File: src/rtl/speriph_cmd_master.sv
// Single-outstanding peripheral bus master: a 2-deep command FIFO feeds a
// REQ / WAIT_RSP / RSP sequencer with a saturating per-transaction timeout.
module speriph_cmd_master #(
  parameter int unsigned          ID_WIDTH  = 5,
  parameter logic [ID_WIDTH-1:0]  MASTER_ID = 5'b10000,
  parameter int unsigned          TIMEOUT   = 255
) (
  input  logic                clk_i,
  input  logic                rst_ni,
  input  logic                cmd_valid_i,
  output logic                cmd_ready_o,
  input  logic [31:0]         cmd_addr_i,
  input  logic                cmd_wen_i,
  input  logic [31:0]         cmd_wdata_i,
  input  logic [3:0]          cmd_be_i,
  output logic                rsp_valid_o,
  input  logic                rsp_ready_i,
  output logic [31:0]         rsp_rdata_o,
  output logic                rsp_err_o,
  output logic                rsp_timeout_o,
  output logic                per_req_o,
  output logic [31:0]         per_add_o,
  output logic                per_wen_o,
  output logic [31:0]         per_wdata_o,
  output logic [3:0]          per_be_o,
  output logic [ID_WIDTH-1:0] per_id_o,
  input  logic                per_gnt_i,
  input  logic                per_r_valid_i,
  input  logic [31:0]         per_r_rdata_i,
  input  logic                per_r_opc_i,
  input  logic [ID_WIDTH-1:0] per_r_id_i
);

  typedef struct packed {
    logic [31:0] addr;
    logic        wen;
    logic [31:0] wdata;
    logic [3:0]  be;
  } cmd_t;

  typedef enum logic [1:0] {IDLE, REQ, WAIT_RSP, RSP} state_t;

  localparam cmd_t        TXN_RESET   = '{addr: 32'h0, wen: 1'b1, wdata: 32'h0, be: 4'h0};
  localparam logic [15:0] TIMEOUT_CNT = 16'(TIMEOUT);

  // Command FIFO
  logic       wr_ptr_reg;
  logic       rd_ptr_reg;
  logic [1:0] count_reg;
  logic       push;
  logic       pop;
  logic       fifo_nonempty;
  cmd_t       cmd_in;
  cmd_t       head;

  assign cmd_in        = '{addr: cmd_addr_i, wen: cmd_wen_i, wdata: cmd_wdata_i, be: cmd_be_i};
  assign cmd_ready_o   = (count_reg != 2'd2);
  assign push          = cmd_valid_i && cmd_ready_o;
  assign fifo_nonempty = (count_reg != 2'd0);

  genvar gi;
  generate
    for (gi = 0; gi < 2; gi++) begin : gen_fifo
      cmd_t entry_reg;
      always_ff @(posedge clk_i) begin
        if (push && (wr_ptr_reg == 1'(gi))) begin
          entry_reg <= cmd_in;
        end
      end
    end
  endgenerate

  assign head = rd_ptr_reg ? gen_fifo[1].entry_reg : gen_fifo[0].entry_reg;

  always_ff @(posedge clk_i) begin
    if (!rst_ni) begin
      wr_ptr_reg <= 1'b0;
      rd_ptr_reg <= 1'b0;
      count_reg  <= 2'd0;
    end else begin
      if (push) wr_ptr_reg <= ~wr_ptr_reg;
      if (pop)  rd_ptr_reg <= ~rd_ptr_reg;
      case ({push, pop})
        2'b10:   count_reg <= count_reg + 2'd1;
        2'b01:   count_reg <= count_reg - 2'd1;
        default: count_reg <= count_reg;
      endcase
    end
  end

  // Transaction sequencer
  state_t      state_reg, state_next;
  cmd_t        txn_reg, txn_next;
  logic [15:0] cnt_reg, cnt_next;
  logic [31:0] rsp_rdata_reg, rsp_rdata_next;
  logic        rsp_err_reg, rsp_err_next;
  logic        rsp_timeout_reg, rsp_timeout_next;
  logic        issue_req;
  logic        timeout_hit;
  logic        rsp_match;

  assign timeout_hit = (cnt_reg == TIMEOUT_CNT);
  assign rsp_match   = per_r_valid_i && (per_r_id_i == MASTER_ID);

  always_comb begin
    state_next       = state_reg;
    txn_next         = txn_reg;
    rsp_rdata_next   = rsp_rdata_reg;
    rsp_err_next     = rsp_err_reg;
    rsp_timeout_next = rsp_timeout_reg;
    pop              = 1'b0;
    issue_req        = 1'b0;
    cnt_next         = cnt_reg;
    if (((state_reg == REQ) || (state_reg == WAIT_RSP)) && (cnt_reg != 16'hFFFF)) begin
      cnt_next = cnt_reg + 16'd1;
    end

    case (state_reg)
      IDLE: begin
        if (fifo_nonempty) begin
          pop        = 1'b1;
          txn_next   = head;
          cnt_next   = 16'd0;
          state_next = REQ;
        end
      end
      REQ: begin
        if (timeout_hit) begin
          rsp_rdata_next   = 32'h0;
          rsp_err_next     = 1'b1;
          rsp_timeout_next = 1'b1;
          state_next       = RSP;
        end else begin
          issue_req = 1'b1;
          if (per_gnt_i) state_next = WAIT_RSP;
        end
      end
      WAIT_RSP: begin
        // A matching response outranks a timeout landing in the same cycle.
        if (rsp_match) begin
          rsp_rdata_next   = per_r_rdata_i;
          rsp_err_next     = per_r_opc_i;
          rsp_timeout_next = 1'b0;
          state_next       = RSP;
        end else if (timeout_hit) begin
          rsp_rdata_next   = 32'h0;
          rsp_err_next     = 1'b1;
          rsp_timeout_next = 1'b1;
          state_next       = RSP;
        end
      end
      RSP: begin
        if (rsp_ready_i) begin
          if (fifo_nonempty) begin
            pop        = 1'b1;
            txn_next   = head;
            cnt_next   = 16'd0;
            state_next = REQ;
          end else begin
            state_next = IDLE;
          end
        end
      end
      default: state_next = IDLE;
    endcase
  end

  always_ff @(posedge clk_i) begin
    if (!rst_ni) begin
      state_reg       <= IDLE;
      txn_reg         <= TXN_RESET;
      cnt_reg         <= 16'd0;
      rsp_rdata_reg   <= 32'h0;
      rsp_err_reg     <= 1'b0;
      rsp_timeout_reg <= 1'b0;
    end else begin
      state_reg       <= state_next;
      txn_reg         <= txn_next;
      cnt_reg         <= cnt_next;
      rsp_rdata_reg   <= rsp_rdata_next;
      rsp_err_reg     <= rsp_err_next;
      rsp_timeout_reg <= rsp_timeout_next;
    end
  end

  assign rsp_valid_o   = (state_reg == RSP);
  assign rsp_rdata_o   = rsp_rdata_reg;
  assign rsp_err_o     = rsp_err_reg;
  assign rsp_timeout_o = rsp_timeout_reg;

  assign per_req_o   = issue_req;
  assign per_add_o   = txn_reg.addr;
  assign per_wen_o   = txn_reg.wen;
  assign per_wdata_o = txn_reg.wdata;
  assign per_be_o    = txn_reg.be;
  assign per_id_o    = MASTER_ID;

endmodule

File: config.mk
export PLATFORM = sky130hd
export DESIGN_NAME = speriph_cmd_master
export DESIGN_NICKNAME = d
export VERILOG_FILES = /design/src/rtl/speriph_cmd_master.sv
export SDC_FILE = /design/constraint.sdc
export NUM_CORES = 1
export LEC_CHECK = 0
export CORE_MARGIN = 2
export CORE_UTILIZATION = 50
export CTS_CLUSTER_SIZE = 20
export DETAILED_ROUTE_END_ITERATION = 16
export PLACE_DENSITY_LB_ADDON = 0.15
export SYNTH_ARGS = -nofsm -noshare
export SYNTH_HDL_FRONTEND = slang
export SYNTH_SLANG_ARGS = --single-unit
File: constraint.sdc
create_clock -name clk_i -period 5.1 [get_ports clk_i]
set_input_delay 1.02 -clock clk_i [delete_from_list [all_inputs] [get_ports clk_i]]
set_output_delay 1.02 -clock clk_i [all_outputs]
set_load 0.02 [all_outputs]
# Word level (Yosys, flattened, before mapping)
# Index checks and enable logic that the tools add are counted.
[word_totals]
ff_bits = 263
[classes]
add_sub_neg = 3
n_eq_ne = 13
mux = 31
bitwise_logic = 2
n_reduce_logical = 13
[op_table]
columns = ["op", "count"]
rows = [
  ["69-bit two-way mux", 3],
  ["69-bit one-hot mux with 2 select lines", 1],
  ["32-bit two-way mux", 2],
  ["32-bit one-hot mux with 2 select lines", 1],
  ["16-bit two-way mux", 3],
  ["16-bit one-hot mux with 2 select lines", 1],
  ["16-bit by 1-bit adder with 16-bit output, second input constant", 1],
  ["16-bit by 8-bit equality test with 1-bit output, second input constant", 1],
  ["16-bit inequality test, second input constant", 1],
  ["2-bit two-way mux", 6],
  ["1-bit two-way mux", 9],
  ["2-bit one-hot mux with 4 select lines", 1],
  ["2-bit nonzero test", 4],
  ["2-bit equality test, second input constant", 3],
  ["3-bit inequality test, second input constant", 2],
  ["1-bit one-hot mux with 2 select lines", 3],
  ["5-bit equality test, second input constant", 1],
  ["1-bit logical AND", 5],
  ["2-bit by 1-bit equality test with 1-bit output, second input constant", 2],
  ["2-bit inequality test, second input constant", 2],
  ["2-bit one-hot mux with 2 select lines", 1],
  ["4-bit AND reduction", 1],
  ["2-bit by 1-bit adder with 2-bit output, second input constant", 1],
  ["2-bit logical NOT", 1],
  ["other kinds (5)", 6],
]

# Depth between registers and ports, before layout
[depth]
word_depth = 7
ltp_mapped = 8
mapped_depth_nobuf = 8

# Least setup slack after synthesis
# No wires, ideal clock.
[synth_timing]
path_kind = "input-to-reg"
startpoint = "input cmd_valid_i"
endpoint = "register gen_fifo[0].entry_reg[0] (netlist name) (enable)"
setup_ps = 497
arrival_ps = 4004
required_time_ps = 4603
path_slack_ps = 599
path_stages = 2
n_path_buf = 0
cell_sequence = "nand2_1 nor2_1"
[synth_via]
elab_chain_cells = 2
[synth_lines]
columns = ["element", "line", "rtl"]
rows = [
  ["from (decl)", "10", "input logic cmd_valid_i,"],
  ["1-bit logical AND", "58", "assign push = cmd_valid_i && cmd_ready_o;"],
  ["1-bit logical AND", "66", "if (push && (wr_ptr_reg == 1'(gi))) begin"],
  ["to (signal assigned)", "67", "entry_reg <= cmd_in;"],
  ["to (decl)", "64", "cmd_t entry_reg;"],
]
# Every way passes these cells.
# A chain may end at the register's enable or synchronous reset.

# Worst setup path in the final report
[layout_timing]
startpoint = "register cnt_reg[0]"
endpoint = "output per_req_o"
[layout_via]
elab_chain_cells = 3
[layout_lines]
columns = ["element", "line", "rtl"]
rows = [
  ["from (decl)", "94", "logic [15:0] cnt_reg, cnt_next;"],
  ["from (signal assigned)", "179", "cnt_reg <= cnt_next;"],
  ["16-bit by 8-bit equality test with 1-bit output", "102", "assign timeout_hit = (cnt_reg == TIMEOUT_CNT);"],
  ["1-bit two-way mux", "128", "if (timeout_hit) begin"],
  ["1-bit two-way mux", "118", "case (state_reg)"],
  ["to (decl)", "21", "output logic per_req_o,"],
]
# Every way passes these cells.

==> qor.yml <==
path_clk_slew_ns: 0.06
yosys_warnings: 0
first_pass_iters: 6
start_kind: "register"
die_y_um: 144
synth_xor_area_share_pct: 0.448
ctsResizeCount: 0
synth_common_cells: "edfxtp_1 (138), dfxtp_1 (125), nand2_1 (78)"
slew_headroom_pct: 19.7
synth_edf_count: 138
routed_wl_um: 21000
cts_tree: "built"
viasPerCell: 5.38
yosysSeqAreaShare_pct: 68.0
power_frac_seq_pct: 42.1
drc: 0
synth.ff_latch_count: 263
switching_share_pct: 31.2
crit_type: "register to primary output"
fin_crit_ns: 3.63
synth-adder-area-share_pct: 0.768
netlist_area_um2: 9780
synth_simple_gate_area_share_pct: 6.93
area_growth_pct: 32.4
chipWidth_um: 144
cap_violations: 0
slew_viol_final: 0
post-route-period-util_pct: 71.2
yosysUniqueCellTypes: 51
core_area_um2: 19300
cts-root-buf: "clkbuf_16"
grt_pass1_wl_um: 32100
yosysMostFrequentCell: "edfxtp_1"
htree_levels: 1
pin_count: 224
post_cts_buffers: 0
placementRows: 51
setup_viol: 0
avgSynthCellArea_um2: 14.3
switchingPower_mw: 2.16
cp-end-kind: "primary output"
drt_iter0_markers: 408
yosys-top-cells-area: "edfxtp_1 (42%), dfxtp_1 (26%), mux2i_1 (7.6%), o211a_1 (7.0%), a32o_1 (3.3%)"
dieArea_um2: 20700
ir_worst_vdd_mv: 0.360
cts_hold_buf: 0
drive_above_1_share_pct: 6.26
async_flop_share_pct: 0
fillerInstances: 1370
grt_use_total_pct: 19.6
ant_nets: 0
largest_reg_flops: 138
power.internal_mw: 4.77
finalSetupTns_ns: 0
powerDensity_nw_per_um2: 535
dr_total_vias: 6330
p_clk_share_pct: 27.4
synthMuxAreaShare_pct: 7.57
initial_core_util_pct: 50.6
p_leak_nw: 5.06
finalNonFillerCells: 1177
clock-sinks: 263
multiInputGateArea_um2: 2850
yosysTopAreaCellShare_pct: 42.4
grt_pass1_vias: 6367
numPortBuffers: 218
globalplace.congestion: 0.794
comb_power_share_pct: 30.5
status: "finished, final reports clean"
cts_max_path_buffers: 3
synth_top_cell_by_area: "edfxtp_1"
hpwl_um: 13200
clock.fmax_ghz: 0.275
finalHoldViolCount: 0
layout.nets: 1009
min_path_type: "register to register"
skew_ns: 0.0211
synth_top_family_by_area: "compound AO/OA/AOI/OAI gates"
wire_per_inst_um: 17.8
syn_inst: 683
stdcell_area_um2: 13000
antenna_found_initial: 1
rrSetupSlack_ns: 2.73
tightest_slew_ns: 1.20
grt_start_max_net_pins: 106
placed_area_um2: 12100
numCtsBuffers: 27
critPathArrivalTime_ns: 2.61
rsz0062_at_grt: "false"
clock_latency_ns: 0.52
required_ns: 4.08
overflow: 0
synthFlopType: "edfxtp_1"
synth-compound-area-share_pct: 13.0
place_inst: 1126
crit_fanout: 6
seq_area_um2: 6650
## cells by family (layout without fill, tap and decap cells)
group                      count (synthesis)  in the layout
AOI/OAI and AO/OA                        142            142
DFF                                      263            263
and+or+nand+nor                          137            137
buffers and inverters                     54            279
xor gates and xnor gates                   5              5
other                                      2              6
adders and majority gates                  6              6
muxes                                     74             74
## power groups by stage
stage	registers (mW)	clock network [mW]	logic, mW
5_1_grt	2.97	2.04	2.28
2_1_floorplan	3.14	0	1.09
3_5_place_dp	2.97	0	2.13
4_1_cts	2.93	1.94	2.14
3_3_place_gp	2.95	0	2.08
6_report	2.92	1.90	2.11
## final timing paths
check / startpoint / to / depth (start not counted)
setup / recovery: cnt_reg[0]$_SDFF_PN0_ / per_req_o / 5
hold / removal: per_add_o[18]$_SDFFE_PN0P_ / per_add_o[18]$_SDFFE_PN0P_ / 1
setup reg to reg: state_reg[0]$_SDFFE_PN0P_ / cnt_reg[13]$_SDFF_PN0_ / 6
hold reg to reg: per_add_o[18]$_SDFFE_PN0P_ / per_add_o[18]$_SDFFE_PN0P_ / 1
## stage by stage
| step | power (mW) | util [%] | setup WS, ns | hold WS [ns] |
|---|---|---|---|---|
| after floorplan | 4.23 | - | 0.599 | 0.461 |
| after global placement | 5.02 | 62.5 | 1.96 | 0.475 |
| after detailed placement | 5.09 | 62.5 | 1.84 | 0.484 |
| after CTS | 7.01 | 67.0 | 1.44 | 0.497 |
| after global routing | 7.29 | 67.0 | 1.31 | 0.509 |
| final | 6.93 | 67.0 | 1.47 | 0.493 |
## critical path, cell delays in order, from the launching register on
cell,delay [ns]
dfxtp_1,0.39
ha_1,0.28
nand3_1,0.21
nor4_4,0.43
and2b_2,0.26
clkdlybuf4s50_1,0.53
## final cells by class
| cell class | count | area share (%) |
|---|---|---|
| Timing Repair Buffer | 224 | 17.3 |
| Clock inverter | 13 | 1.16 |
| Multi-Input combinational cell | 369 | 22.0 |
| Tap cell | 265 | 2.56 |
| Inverter | 5 | 0.145 |
| Sequential cell | 263 | 51.3 |
| Clock buffer | 37 | 5.51 |
| Antenna cell | 1 | 0.0193 |
## routing by layer
layer	global-route usage, %	routed length (um)
met5	0	0
met1	23.7	8440
met2	34.5	10400
met4	5.52	446
met3	5.33	1630
## cell usage in the layout (no fill, tap or decap), types with 3 or more instances in the layout
cell type and n:
a21oi_1 16, nor2_1 7, o31ai_1 6, or3_1 3, o21ai_0 6, o211a_1 68, nand3_1 7, and2_1 3
xnor2_1 3, clkinv_2 3, edfxtp_1 138, clkinv_1 3, nand4_1 4, mux2i_1 74, clkdlybuf4s50_1 217, nor3_1 5
and3_1 3, inv_1 5, and4_1 4, o41ai_1 3, nand2_1 78, or4_1 8, clkbuf_1 10, conb_1 5
a32o_1 32, dfxtp_1 124, bufinv_16 3, ha_1 6, clkbuf_16 27, buf_4 6
Note: power is estimated with default switching activity, not from simulation.
